## config.mk

```make
export PLATFORM = sky130hd
export DESIGN_NAME = debounce_sync
export DESIGN_NICKNAME = d
export VERILOG_FILES = /design/src/rtl/debounce_sync.sv
export SDC_FILE = /design/constraint.sdc
export NUM_CORES = 1
export LEC_CHECK = 0
export CORE_AREA = 2 2 39 41
export DETAILED_ROUTE_END_ITERATION = 16
export DIE_AREA = 0 0 41 43
export HOLD_SLACK_MARGIN = 0.08
export SLEW_MARGIN = 15
export SYNTH_ARGS = -nofsm -noshare
export SYNTH_HDL_FRONTEND = slang
export SYNTH_SLANG_ARGS = --single-unit
```

## constraint.sdc

```tcl
create_clock -name clk -period 1.2 [get_ports clk]
set_clock_uncertainty 0.1 [all_clocks]
set_input_delay 0.12 -clock clk [delete_from_list [all_inputs] [get_ports clk]]
set_output_delay 0.12 -clock clk [all_outputs]
set_load 0.02 [all_outputs]
```

## src/rtl/debounce_sync.sv

```systemverilog
// debounce_sync: N-stage synchronizer followed by a counter-based debounce FSM.
// Turns a raw, bouncing asynchronous input into a clean registered level.
// Optional feature macro: DEBOUNCE_EDGE_EN adds registered one-cycle rise/fall strobes
// that line up with the cycle in which dout takes its new value.
module debounce_sync #(
  parameter int SYNC_STAGES     = 2,
  parameter int DEBOUNCE_CYCLES = 10
) (
  input  logic clk,
  input  logic reset_n,
  input  logic din,
  output logic dout,
  output logic rise_pulse,
  output logic fall_pulse
);

  localparam int CNT_WIDTH = $clog2(DEBOUNCE_CYCLES + 1);
  localparam logic [CNT_WIDTH-1:0] CNT_LAST = CNT_WIDTH'(DEBOUNCE_CYCLES - 1);
  localparam logic [CNT_WIDTH-1:0] CNT_ONE  = CNT_WIDTH'(1);

  typedef enum logic [1:0] {
    STABLE_LO,
    WAIT_HI,
    STABLE_HI,
    WAIT_LO
  } state_e;

  logic [SYNC_STAGES-1:0] syncChain_q;
  logic                   syncOut;
  state_e                 state_q, state_d;
  logic [CNT_WIDTH-1:0]   count_q, count_d;
  logic                   dout_q, dout_d;

  assign syncOut = syncChain_q[SYNC_STAGES-1];

  // Plain flop chain for metastability settling; din gets no logic before the first stage.
  always_ff @(posedge clk or negedge reset_n) begin
    if (!reset_n) begin
      syncChain_q <= '0;
    end else begin
      syncChain_q <= {syncChain_q[SYNC_STAGES-2:0], din};
    end
  end

  // Debounce state, qualification counter and filtered level registers.
  always_ff @(posedge clk or negedge reset_n) begin
    if (!reset_n) begin
      state_q <= STABLE_LO;
      count_q <= '0;
      dout_q  <= 1'b0;
    end else begin
      state_q <= state_d;
      count_q <= count_d;
      dout_q  <= dout_d;
    end
  end

  // Next-state logic: a level must be seen DEBOUNCE_CYCLES times in a row to commit;
  // any opposite sample during qualification drops back to the current stable state.
  always_comb begin
    state_d = state_q;
    count_d = count_q;
    dout_d  = dout_q;
    case (state_q)
      STABLE_LO: begin
        count_d = '0;
        if (syncOut) begin
          if (DEBOUNCE_CYCLES == 1) begin
            state_d = STABLE_HI;
            dout_d  = 1'b1;
          end else begin
            state_d = WAIT_HI;
            count_d = CNT_ONE;
          end
        end
      end
      WAIT_HI: begin
        if (!syncOut) begin
          state_d = STABLE_LO;
          count_d = '0;
        end else if (count_q == CNT_LAST) begin
          state_d = STABLE_HI;
          dout_d  = 1'b1;
          count_d = '0;
        end else begin
          count_d = count_q + CNT_ONE;
        end
      end
      STABLE_HI: begin
        count_d = '0;
        if (!syncOut) begin
          if (DEBOUNCE_CYCLES == 1) begin
            state_d = STABLE_LO;
            dout_d  = 1'b0;
          end else begin
            state_d = WAIT_LO;
            count_d = CNT_ONE;
          end
        end
      end
      WAIT_LO: begin
        if (syncOut) begin
          state_d = STABLE_HI;
          count_d = '0;
        end else if (count_q == CNT_LAST) begin
          state_d = STABLE_LO;
          dout_d  = 1'b0;
          count_d = '0;
        end else begin
          count_d = count_q + CNT_ONE;
        end
      end
      default: begin
        state_d = STABLE_LO;
        count_d = '0;
        dout_d  = 1'b0;
      end
    endcase
  end

  assign dout = dout_q;

`ifdef DEBOUNCE_EDGE_EN
  logic risePulse_q, fallPulse_q;

  // Strobes are derived from the commit itself so they coincide with the new dout value.
  always_ff @(posedge clk or negedge reset_n) begin
    if (!reset_n) begin
      risePulse_q <= 1'b0;
      fallPulse_q <= 1'b0;
    end else begin
      risePulse_q <= dout_d & ~dout_q;
      fallPulse_q <= ~dout_d & dout_q;
    end
  end

  assign rise_pulse = risePulse_q;
  assign fall_pulse = fallPulse_q;
`else
  assign rise_pulse = 1'b0;
  assign fall_pulse = 1'b0;
`endif

endmodule

```

After elaboration in Yosys (flattened, before gate mapping)
Cells that the tools add are included.
{ "classes": {"addsub": 1, "eq_ne": 12, "mux": 18, "reduce_logical": 4} }
{ "op_table": {"columns": ["op", "count"], "rows": [
  ["$pmux 4 s4", 1],
  ["$mux 2", 6],
  ["$mux 4", 3],
  ["$ne 2x2->1 const B", 6],
  ["$pmux 2 s4", 1],
  ["$mux 1", 6],
  ["$ne 3x3->1 const B", 2],
  ["$reduce_and 5->1", 1],
  ["$add 4x1->4 const B", 1],
  ["$eq 2x2->1 const B", 2],
  ["$eq 4x4->1 const B", 1],
  ["$reduce_and 4->1", 1],
  ["$eq 2x1->1 const B", 1],
  ["$logic_not 2->1", 1],
  ["$pmux 1 s2", 1],
  ["$reduce_bool 2->1", 1]
]} }
{ "word_totals": {"regBits": 9, "word_cells": 39} }

Longest topological paths before layout
Gate-level depths: netlist (run 1).
{ "logic_depth": {"word_depth": 4, "mapped_depth": 5, "depth_no_buf": 5} }

Least setup slack after synthesis (run 1)
Ideal clock, no wire load.
{ "synth_path": {"path_type": "register -> register", "from": "register count_q[1]", "to": "register count_q[2]", "setup_ps": 128, "t_arrival_ps": 977, "slack_ps": -4, "path_stages_with_launch": 6, "n_path_buf": 0, "period_less_slack_ps": 1204, "cell_sequence": "dfrtp_1 -> inv_1 -> ha_1 -> nand2_1 -> o211ai_1 -> nor2_1"} }
{ "synth_between": {"elab_chain_len": 4, "word_cells_on_any_way": 6, "cone_classes": "1 x add/sub; 1 x eq/ne; 4 x mux"} }
{ "synth_lines": {"columns": ["element", "line_no", "text"], "rows": [
  ["start, declared", "31", "logic [CNT_WIDTH-1:0] count_q, count_d;"],
  ["start signal, assigned", "53", "count_q <= count_d;"],
  ["$add 4x1->4 or $eq 4x4->1 (tied branches)", null, null],
  ["$mux 4 (*)", "81, 105", null],
  ["$mux 4 (on tied branches)", "102, 78", null],
  ["$pmux 4 s4 (*)", "64", "case (state_q)"],
  ["via count_d[2]", "31", null]
]} }
Mark *: on every way through the listed nets, which the timed path passes. The rest lies on a longest branch.
A chain may end at the register's enable or synchronous reset.

Worst setup path in the final report (run 1)
Same ends and word-level chain as after synthesis.

==> reports/results.ini, run 1 <==
[pwr]
clkPwrFrac_pct=38.1
ir_worst_vdd_uv=630
p_comb_share_pct=9.1
p_sw_mw=0.146
power.total_mw=0.610
pwr_density_cell_nw_per_um2=1140
total_leakage_power_nw=0.255
internal_power_mw=0.464
swShare_pct=23.9
seqPwrFrac_pct=52.8

[global_routing]
grt_usage_pct=10.0
grt_busiest_layer=met1
grt_max_degree=10
use_met1_pct=13.2
use_met3_pct=9.42
grt_pass1_wl_um=1100
antenna_found_initial=0
met2_usage_pct=11.9
grt-ovfl-total=0
grt_pass1_vias=267

[worst_hold_path]
min_path_type=in2reg
whs_path_depth=1
hold_end=syncChain_q[0]
min_from=din

[synth]
yosysMostFrequentCell=dfrtp_1
ys_seq_area_share_pct=55.9
postSynthAreaPerCell_um2=12.2
synth.area.top_cells=dfrtp_1 56%, ha_1 6.2%, nand4b_4 5.9%
synth_cells=33
yosys_warnings=0
async_reset_ff_share_pct=100
yosysTopAreaCell=dfrtp_1
synth_top_area_share_pct=55.9
syn_area_um2=403
ys.flop_type=dfrtp_1
synth_edf_count=0
yosys-top-cells-count=9 x dfrtp_1, 4 x nor2_1
synth-seq-cells=9
synth_cell_types=18

[sta]
final-setup-viol-count=3
rsz0062_at_grt=true
timing.final.ws_setup_ns=-0.00820
min_period_ns=1.21
max_freq_mhz=828
timing.final.max_slew_violations=0
fin_crit_sh_pct=101
finalHoldViolations=0
whs_ns=0.199

[route]
drt-pass1-iter-count=2
totalWireLength_um=567
antenna_left=0
viasPerCell=4.17
drtIter0Drc=1
vias=250
wl_per_cell_um=9.45
drc=0

[cells_and_area]
final_cell_area_um2=537
regArea_um2=225
final_net_count=50
multi_input_area_um2=186
fillers=134
area_growth_pct=33.2
drive_gt1_share_pct=36.4
utilization_pct=38.8
n_antenna_cell=0

[cts]
path_clk_slew_ns=0.06
clock_path_buffers=2
clock_latency_ns=0.26
tritoncts=built
cts_buffers=3
clock-sinks=9
ctsHtreeMaxLevel=1
clockRootBuffer=clkbuf_4

[floorplan]
die_h_um=43
initial_utilization_pct=29.1
die-width_um=41
coreArea_um2=1380
rows=14
die-area_um2=1760
ios=6

[worst_setup_path]
reg2regPathDepth=5
endpoint_kind=register
cpPeakStageDelay_ns=0.39
path_cells=inv_2, ha_4, nand2_2, o211ai_1, nor2_1
critPathArrivalTime_ns=1.25
crit_fanout=3
crit_type=reg2reg
cpMaxStageDelayCell=dfrtp_1
r2r-start=count_q[1]
cp-start-kind=register
timing.rr.end=count_q[2]
r2r_setup_slack_ns=-0.008
required_ns=1.24

[place]
placed_cell_area_um2=474
finalWeightedCongestion=0.708
io_buffer_count=3
hpwl_um=413
place_ws_ns=-0.0939

[run]
maxCapViolations=0

[status]
outcome=finished, violations left
violations=setup timing

-- cell families (layout without fill, tap and decap cells) --
family / Yosys count / after routing / share of synthesized area, %
fa+ha+maj: 2 / 2 / 6.21
xor+xnor: 3 / 3 / 6.52
other cells: 1 / 2 / 0.931
flops: 9 / 9 / 55.9
buf+inv: 4 / 14 / 5.59
compound gates: 6 / 6 / 11.2
simple gates: 8 / 8 / 13.7
-- per-stage QoR --
step,setup TNS [ns],instances
floorplan,0,34
global placement,-0.246,55
detailed placement,-0.334,55
CTS,-0.111,60
global route,-0.474,60
finish,-0.0144,60
-- final cells by class --
cell class / count / area share [%]
flip-flops and latches: 9 / 42.0
clock buffers: 3 / 4.20
repair buffers: 8 / 13.1
well taps: 16 / 3.73
inverters: 2 / 1.40
multi-input cells: 21 / 34.7
clock inverters: 1 / 0.932
-- worst max-delay path, delay by kind of cell (launching register included) --
family,cells,cell delay (ns)
flip-flops,1,0.39
AO/OA/AOI/OAI,1,0.26
adder cells (fa/ha/maj),1,0.14
AND/OR/NAND/NOR,2,0.13
buffers and inverters,1,0.07
-- timing repair --
item,in CTS,in global routing
endpoints found under the hold margin,9,0
buffers inserted,0,0
hold buffers,1,0
pin swaps,3,2
endpoints found under the setup margin,6,7
resized for setup,5,6
-- how the worst max path moves through the flow --
stage | from | end | slack (ns) | cells past startpoint
final | count_q[1] | count_q[2] | -0.008 | 5
after global routing | count_q[1] | count_q[2] | -0.11 | 5
after CTS | count_q[1] | count_q[2] | -0.04 | 5
after detailed placement | count_q[1] | count_q[2] | -0.09 | 5
after global placement | count_q[1] | count_q[3] | -0.08 | 5
after floorplan | count_q[1] | count_q[2] | 0.005 | 5
-- placed cells by master, fill, tap and decap left out, drive strengths merged --
| cell type | count |
|---|---|
| dfrtp | 9 |
| buf | 4 |
| nor2 | 4 |
| clkbuf | 3 |
| xor2 | 2 |
| conb | 2 |
| clkdlybuf4s50 | 2 |
| inv | 2 |
| ha | 2 |
| nand2 | 1 |
| o21bai | 1 |
| a21boi | 1 |
| o211ai | 1 |
| nand3 | 1 |
| xnor2 | 1 |
| nand4b | 1 |
| a21o | 1 |
| and2 | 1 |
| o21ai | 1 |
| a2bb2oi | 1 |
| clkinv | 1 |
| dlygate4sd3 | 1 |
| clkdlybuf4s15 | 1 |
-- per-layer routing --
layer | up-vias | wire length [um]
met5 | - | 0
met4 | 0 | 0
met3 | 0 | 30
met2 | 5 | 260
met1 | 117 | 276
li1 | 128 | -
-- power by group through the flow --
stage	clock network (mW)	registers, mW	logic [mW]
after floorplan	0	0.326	0.0284
after global placement	0	0.326	0.0457
after detailed placement	0	0.326	0.0462
after CTS	0.248	0.322	0.0535
after global routing	0.259	0.323	0.0635
final	0.233	0.322	0.0555
(Power assumes the default switching activity.)
==> run 2: changes to the inputs <==
--- a/config.mk
+++ b/config.mk
@@ -9,6 +9,8 @@
 export DETAILED_ROUTE_END_ITERATION = 16
 export DIE_AREA = 0 0 41 43
 export HOLD_SLACK_MARGIN = 0.08
+export MAX_ROUTING_LAYER = met4
+export REMOVE_ABC_BUFFERS = 1
 export SLEW_MARGIN = 15
 export SYNTH_ARGS = -nofsm -noshare
 export SYNTH_HDL_FRONTEND = slang
==> run 2 against run 1 <==
The flow still finishes with violations (setup timing). Non-clock buffer count unchanged. Global-route usage decreased by 1.1 points. Combinational power decreased by 2%. Cell count unchanged. Power decreased by 0.66%. Fmax decreased by 0.77%. Design area decreased by 2.3%. Via count increased by 3.2%. Setup slack got worse by 0.0093 ns. Sequential share of layout area increased by 1.0 points. Largest cell class unchanged.
==> reports/results.ini, run 2 (synthesis gave the netlist of run 1 again) <==
[status]
outcome=finished, violations left  ; unchanged
violations=setup timing  ; unchanged

[global_routing]
grt_pass1_vias=248  ; was 267
grt_pass1_wl_um=1010  ; was 1100 um
grt_max_degree=10  ; unchanged
grt_usage_pct=8.85  ; was 10.0%
antenna_found_initial=0  ; unchanged
grt-ovfl-total=0  ; unchanged

[cells_and_area]
final_common_cell=dfrtp_1  ; unchanged
fillers=147  ; was 134
final_cell_mix=9 x dfrtp_1, 4 x buf_4, 3 x nor2_1, 3 x clkbuf_4  ; unchanged
drive_gt1_share_pct=31.8  ; was 36.4%
final_net_count=50  ; unchanged
area_growth_pct=30.1  ; was 33.2%
n_antenna_cell=0  ; unchanged
final_cell_area_um2=524  ; was 537 um^2

[route]
antenna_left=0  ; unchanged
drtIter0Drc=0  ; was 1
drt-pass1-iter-count=1  ; was 2
wl_per_cell_um=9.73  ; was 9.45 um
totalWireLength_um=584  ; was 567 um
drc=0  ; unchanged
vias=258  ; was 250
viasPerCell=4.30  ; was 4.17

[cts]
clock_latency_ns=0.25  ; was 0.26 ns
clock-sinks=9  ; unchanged
tritoncts=built  ; unchanged
clockRootBuffer=clkbuf_4  ; unchanged
cts_buffers=3  ; unchanged
ctsHtreeMaxLevel=1  ; unchanged
clock_path_buffers=2  ; unchanged
path_clk_slew_ns=0.06  ; about the same
postCtsSetupBuffers=0  ; unchanged

[worst_setup_path]
r2r-start=count_q[1]  ; unchanged
critPathArrivalTime_ns=1.25  ; about the same
endpoint_kind=register  ; unchanged
cpMaxStageDelayCell=dfrtp_1  ; unchanged
crit_buf_inv=2  ; was 1
path_cells=inv_2, ha_4, nand2_2, buf_4, o21bai_1, a21boi_1  ; was inv_2, ha_4, nand2_2, o211ai_1, nor2_1
reg2regPathDepth=6  ; was 5
cpPeakStageDelay_ns=0.39  ; about the same
crit_fanout=2  ; was 3
crit_type=reg2reg  ; unchanged
required_ns=1.23  ; was 1.24 ns
r2r_setup_slack_ns=-0.02  ; was -0.008 ns
timing.rr.end=count_q[0]  ; was count_q[2]
cp-start-kind=register  ; unchanged
path_delay_family=flip-flops  ; unchanged

[sta]
fin_crit_sh_pct=101  ; about the same
min_period_ns=1.22  ; was 1.21 ns
rsz0062_at_grt=true  ; unchanged
max_freq_mhz=821  ; was 828 MHz
timing.final.ws_setup_ns=-0.0175  ; was -0.00820 ns
timing.final.max_slew_violations=0  ; unchanged
final-setup-viol-count=4  ; was 3
finalHoldViolations=0  ; unchanged

[place]
placed_cell_area_um2=472  ; was 474 um^2
place_ws_ns=-0.102  ; was -0.0939 ns
finalWeightedCongestion=0.704  ; was 0.708
io_buffer_count=3  ; unchanged

[pwr]
ir_worst_vdd_uv=456  ; was 630 uV
pwr_density_cell_nw_per_um2=1160  ; was 1140 nW/um^2
total_leakage_power_nw=0.254  ; was 0.255 nW

[floorplan]
die-width_um=41  ; unchanged
initial_utilization_pct=29.1  ; unchanged
ios=6  ; unchanged
die-area_um2=1760  ; unchanged
coreArea_um2=1380  ; unchanged
rows=14  ; unchanged
die_h_um=43  ; unchanged

[worst_hold_path]
hold_end=syncChain_q[0]  ; unchanged
whs_path_depth=1  ; unchanged
min_path_type=in2reg  ; unchanged
min_from=din  ; unchanged

[run]
maxCapViolations=0  ; unchanged

[run 2: cell types whose count changed in the layout (fill, tap and decap cells not counted)]
cell             delta
and2_4              -1
clkdlybuf4s15_1     -1
clkinv_2            -1
o21ai_2             -1
nor2_4              -1
and2_2              +1
nor2_2              +1
o21ai_1             +1
dlygate4sd2_1       +1
clkbuf_1            +1
[run 2: layout make-up]
cell class | count | area [um^2] | share of cell area [%]
flip-flops and latches | 9 | 225 | 43.0
inverters | 2 | 7.51 | 1.43
clock buffers | 4 | 26.3 | 5.01
well taps | 16 | 20.0 | 3.82
multi-input cells | 21 | 176 | 33.7
repair buffers | 8 | 68.8 | 13.1
[run 2: stage by stage]
step / setup TNS, ns / hold slack [ns] / utilization, % / cells / total power [mW]
CTS: -0.115 / 0.185 / 37.7 / 60 / 0.623
global route: -0.389 / 0.211 / 37.9 / 60 / 0.635
finish: -0.0432 / 0.199 / 37.9 / 60 / 0.606
global placement: -0.302 / 0.234 / 34.1 / 55 / 0.370
floorplan: -0.00892 / -0.276 / - / 32 / 0.348
detailed placement: -0.416 / 0.243 / 34.1 / 55 / 0.372
[run 2: layer usage]
metal / global-route usage, % / wire length, um / part of all wire, %
met5: - / 0 / 0
met4: 4.00 / 0 / 0
met3: 3.14 / 20 / 3.4
met2: 13.1 / 298 / 51
met1: 10.4 / 265 / 45
[run 2: power breakdown]
group,internal [mW],leakage (nW),switching [mW],total (mW)
Combinational,0.0273,0.122,0.0271,0.0543
Sequential,0.313,0.117,0.00887,0.322
Clock,0.128,0.0150,0.102,0.230
Total,0.468,0.254,0.138,0.606
[run 2: repair_timing]
action / CTS / global route
setup endpoints to repair: 6 / 5
resized for setup: 6 / 2
pin swaps: 3 / 1
hold buffers: 1 / 0
endpoints found under the hold margin: 9 / 0
[run 2: worst max path at each step]
| stage | startpoint | to | slack [ns] | cells past startpoint |
|---|---|---|---|---|
| floorplan | count_q[1] | count_q[2] | -0.004 | 5 |
| detailed placement | count_q[1] | count_q[3] | -0.10 | 5 |
| finish | count_q[1] | count_q[0] | -0.02 | 6 |
| global placement | count_q[1] | count_q[3] | -0.1 | 5 |
| CTS | count_q[1] | count_q[1] | -0.04 | 5 |
| global route | count_q[1] | count_q[1] | -0.10 | 5 |
==> run 3: changes to the inputs <==
--- a/config.mk
+++ b/config.mk
@@ -9,7 +9,6 @@
 export DETAILED_ROUTE_END_ITERATION = 16
 export DIE_AREA = 0 0 41 43
 export HOLD_SLACK_MARGIN = 0.08
-export MAX_ROUTING_LAYER = met4
 export REMOVE_ABC_BUFFERS = 1
 export SLEW_MARGIN = 15
 export SYNTH_ARGS = -nofsm -noshare
==> results of run 3 <==
No change in the layout: final DEF, timing and power equal those of run 2.
Main changes from that run: final weighted congestion in routability-driven placement 0.704 -> 0.697; overall routing resource usage 8.85% -> 8.64%
